$ cat config.mk
export PLATFORM = sky130hd
export DESIGN_NAME = gate_truth_sweeper
export DESIGN_NICKNAME = d
export VERILOG_FILES = /design/src/rtl/gate_truth_sweeper.sv
export SDC_FILE = /design/constraint.sdc
export NUM_CORES = 1
export LEC_CHECK = 0
export CAP_MARGIN = 30
export CORE_MARGIN = 3
export CORE_UTILIZATION = 35
export DETAILED_ROUTE_END_ITERATION = 8
export GPL_TIMING_DRIVEN = 0
export REMOVE_ABC_BUFFERS = 1
export SYNTH_ARGS = -nofsm -noshare
export SYNTH_HDL_FRONTEND = slang
export SYNTH_SLANG_ARGS = --single-unit
$ cat constraint.sdc
create_clock -name clk -period 1.9 [get_ports clk]
set_input_delay 0.38 -clock clk [delete_from_list [all_inputs] [get_ports clk]]
set_output_delay 0.38 -clock clk [all_outputs]
set_load 0.05 [all_outputs]
$ cat src/rtl/gate_truth_sweeper.sv
// gate_truth_sweeper
//   Truth-table sweeper for gate-level self-test. Drives every input vector
//   of a combinational gate under test in ascending order. Each vector is held
//   for SETTLE cycles, and the gate output is sampled on the last edge of that
//   hold. The captured table is then compared against EXPECT.
//
// Ports
//   clk       clock, all state on rising edge
//   rst_n     asynchronous active-low reset
//   start     sweep request, honoured only in IDLE
//   vec       registered input vector to the gate (vec[N_IN-1] = MSB input)
//   y         gate output
//   busy      sweep in progress
//   done      one-cycle pulse at end of sweep
//   pass      observed table == EXPECT (valid from done to next accepted start)
//   fail_idx  lowest mismatching vector (0 if none)
//   fail_cnt  number of mismatching vectors
//   obs       captured truth table, bit i = sampled y for vector i
module gate_truth_sweeper #(
  parameter int                  N_IN   = 3,
  parameter int                  SETTLE = 10,
  parameter logic [2**N_IN-1:0]  EXPECT = 8'b1000_0000
) (
  input  logic               clk,
  input  logic               rst_n,
  input  logic               start,
  output logic [N_IN-1:0]    vec,
  input  logic               y,
  output logic               busy,
  output logic               done,
  output logic               pass,
  output logic [N_IN-1:0]    fail_idx,
  output logic [N_IN:0]      fail_cnt,
  output logic [2**N_IN-1:0] obs
);

  localparam int              CW     = (SETTLE > 1) ? $clog2(SETTLE) : 1;
  localparam logic [CW-1:0]   RELOAD = CW'(SETTLE - 1);
  localparam logic [N_IN-1:0] LAST   = '1;

  typedef enum logic [1:0] {S_IDLE, S_SETTLE, S_DONE} state_t;

  state_t        state, nxt;
  logic [CW-1:0] cnt;
  logic          sample, mismatch;

  // Compare happens on the final cycle of each vector's hold window.
  assign sample   = (state == S_SETTLE) && (cnt == '0);
  assign mismatch = sample && (y != EXPECT[vec]);

  assign busy = (state == S_SETTLE);
  assign done = (state == S_DONE);

  always_ff @(posedge clk or negedge rst_n) begin
    if (!rst_n) state <= S_IDLE;
    else        state <= nxt;
  end

  always_comb begin
    nxt = state;
    case (state)
      S_IDLE:   if (start) nxt = S_SETTLE;
      S_SETTLE: if (sample && vec == LAST) nxt = S_DONE;
      S_DONE:   nxt = S_IDLE;
      default:  nxt = S_IDLE;
    endcase
  end

  always_ff @(posedge clk or negedge rst_n) begin
    if (!rst_n) begin
      vec      <= '0;
      cnt      <= '0;
      pass     <= 1'b0;
      fail_idx <= '0;
      fail_cnt <= '0;
      obs      <= '0;
    end else begin
      case (state)
        S_IDLE: if (start) begin
          vec      <= '0;
          cnt      <= RELOAD;
          pass     <= 1'b0;
          fail_idx <= '0;
          fail_cnt <= '0;
          obs      <= '0;
        end
        S_SETTLE: begin
          if (cnt != '0) begin
            cnt <= cnt - 1'b1;
          end else begin
            obs[vec] <= y;
            if (mismatch) begin
              fail_cnt <= fail_cnt + 1'b1;
              // A zero count before this compare means this is the first miss.
              if (fail_cnt == '0) fail_idx <= vec;
            end
            if (vec != LAST) begin
              vec <= vec + 1'b1;
              cnt <= RELOAD;
            end else begin
              // Final compare folds in combinationally so pass is ready with done.
              pass <= (fail_cnt == '0) && !mismatch;
            end
          end
        end
        S_DONE: vec <= '0;
        default: ;
      endcase
    end
  end

endmodule

==> results_dict.tcl <==
set metrics [dict create \
    yosysWarnings 0 \
    fin_hold_ws_ps 439.0 \
    rsz0062_at_grt "yes" \
    setup_viol 3 \
    coreArea_um2 3495 \
    detail-route-antenna-nets 0 \
    io_pins 25 \
    crit_family "simple AND/OR/NAND/NOR gates" \
    ys_ff_latch 25 \
    drc 0 \
    critPathMaxStageDelay_ps 440 \
    cts.sinks 25 \
    seqCellArea_um2 628.1 \
    period_minus_slack_ps 1999 \
    drive_above_1_share_pct 25.28 \
    io_buffer_count 24 \
    gp_congestion 0.7590 \
    clkSlewWorstSetupHoldPaths_ps 90 \
    cts_tree "built" \
    critPathLaunchType "flop" \
    p_leak_uw 0.0008314 \
    finClkSkew_ps 4.182 \
    place_ws_ps -481.4 \
    r2r-end "fail_idx[2]" \
    cp.arrival_ps 2160 \
    synth_area_per_cell_um2 9.635 \
    layout_common_cells "dfrtp_1, o21ai_0, buf_4, clkdlybuf4s50_1, nand2_1" \
    syn_to_final_growth_pct 40.09 \
    cp_max_fo 4 \
    htree_num_levels 1 \
    crit_required_ps 2070 \
    drtIter0Drc 66 \
    ir_worst_vdd_mv 0.9110 \
    grt_max_degree 18 \
    via_count 1190 \
    post-route-period-util_pct 105.2 \
    worstSetupPathType "reg -> reg" \
    slowest_stage "dfrtp_1" \
    syn_area_um2 1320 \
    crit_buf_inv 1 \
    drt-total-wl_um 3318 \
    die_x_um 67.41 \
    rows 21 \
    cts_buffers 3 \
    r2r-start "fail_cnt[1]" \
    maxSlewHeadroom_pct 65.85 \
    rr_worst_depth 6 \
    clock_latency_ps 270 \
    p_total_uw 3428 \
    fmax_mhz 500.3 \
    die_h_um 67.41 \
    end_kind "flop" \
    cts_buffer_depth 2 \
    grt_pass1_wl_um 5471 \
    root_buffer "clkbuf_8" \
    antennaDiodeCount 0 \
    place_hpwl_um 2270 \
    nets 189 \
    crit_chain "inv_2 > ha_4 > or3b_4 > nor4_4 > mux2_4 > a22o_1" \
    status "complete, but fails checks" \
    grt.total_usage_pct 15.97 \
    final_common_cell "dfrtp_1" \
    rrSetupSlack_ps -100 \
    die_area_um2 4544 \
    grt_pass1_vias 1163 \
    synth.distinct_cells 33 \
    multiInputGateArea_um2 676.9 \
    antenna_found_initial 0 \
    ys_seq_area_share_pct 47.39 \
    hold_path.class "in -> async" \
    drv_cap 0 \
    violations "negative setup slack" \
    overflow 0 \
    worst_slack_ps -98.94 \
    netlist_instances 137 \
    wl_per_cell_um 14.81 \
    start_util_pct 37.77 \
    finalMaxSlewViolations 0 \
    vias_per_cell 5.313 \
    firstDrtPassIters 4 \
    worst_pin_slew_ps 508.9 \
    fin_setup_tns_ps -171.7 \
    hold_viol 0 \
    fillers 309 \
    powerDensity_nw_per_um2 1854 \
]
-- worst max-delay path by stage --
stage	start	endpoint	slack (ps)	cells past startpoint
global placement	state[0]	busy	-470	3
floorplan	vec[1]	fail_idx[2]	-470	6
global route	fail_cnt[1]	fail_idx[2]	-160	6
detailed placement	state[0]	busy	-480	3
CTS	cnt[1]	fail_idx[2]	-60	6
finish	fail_cnt[1]	fail_idx[2]	-100	6
-- flip-flops by register name, summed over array words and instances (netlist names) --
register,cells
fail_cnt,4
vec,3
cnt,4
pass,1
state,2
fail_idx,3
obs,8
-- routing by layer --
| layer | routed length, um | vias to the layer above | global-route usage, % | share of wire [%] |
|---|---|---|---|---|
| li1 | - | 572 | - | - |
| met1 | 1447 | 588 | 20.52 | 44 |
| met2 | 1698 | 28 | 26.26 | 51 |
| met3 | 155 | 2 | 4.659 | 4.7 |
| met4 | 17 | 0 | 4.051 | 0.51 |
| met5 | 0 | - | 0 | 0 |
-- cell usage after synthesis (all sizes together) --
cell / number / area share [%]
o31a: 1 / 0.76
and4bb: 1 / 0.95
a22o: 1 / 0.66
o2bb2ai: 2 / 1.3
o31ai: 2 / 1.1
nor2: 7 / 2.0
o21ai: 23 / 8.7
clkbuf: 3 / 0.85
nor3: 4 / 1.5
xnor2: 2 / 1.3
mux2: 1 / 1.1
a21oi: 8 / 3.3
buf: 1 / 0.85
or3b: 2 / 1.3
inv: 13 / 3.7
a31oi: 7 / 3.3
a211o: 1 / 0.66
nand2: 11 / 3.1
dfrtp: 25 / 47
o21a: 1 / 0.57
and2: 1 / 0.57
mux2i: 5 / 3.8
o41ai: 1 / 0.66
nor2b: 1 / 0.47
nand3: 3 / 1.1
ha: 6 / 5.7
o22ai: 1 / 0.47
nand2b: 1 / 0.47
nor4: 2 / 2.1
-- cell type report --
class                           instances  area share (%)
Tap cell                               46           3.112
Sequential cell                        25           33.96
Timing Repair Buffer                   41           21.18
Multi-Input combinational cell         95           36.60
Clock buffer                            3           2.233
Inverter                               13           2.639
Clock inverter                          1          0.2706
-- through the flow --
step           util (%)  instances  instance area, um^2
5_1_grt           52.92        224                 1849
3_5_place_dp      46.44        204                 1623
4_1_cts           51.27        221                 1792
3_3_place_gp      45.65        203                 1595
6_report          52.92        224                 1849
2_1_floorplan         -        133                 1297
-- power breakdown --
part | internal (uW) | switching (uW) | total [uW]
clock | 147 | 177 | 324
sequential | 748 | 203 | 952
combinational | 834 | 1320 | 2150
total | 1730 | 1700 | 3430
-- repair_timing --
item | 4_1_cts | 5_1_grt
pin swaps | 2 | 4
gates resized for setup | 18 | 15
endpoints found under the setup margin | 25 | 19
setup buffers | 13 | 3
hold buffers | 0 | 0
-- kinds of logic (layout without fill, tap and decap cells) --
| family | Yosys count | after routing | share of synthesized area [%] |
|---|---|---|---|
| multiplexers | 6 | 6 | 4.929 |
| AND/OR/NAND/NOR | 33 | 33 | 13.65 |
| adder cells (fa/ha/maj) | 6 | 6 | 5.687 |
| buffers and inverters | 17 | 58 | 5.403 |
| XOR/XNOR | 2 | 2 | 1.327 |
| AO/OA/AOI/OAI | 48 | 48 | 21.61 |
| flip-flops | 25 | 25 | 47.39 |
No activity file was read; power rests on OpenSTA's default activity.
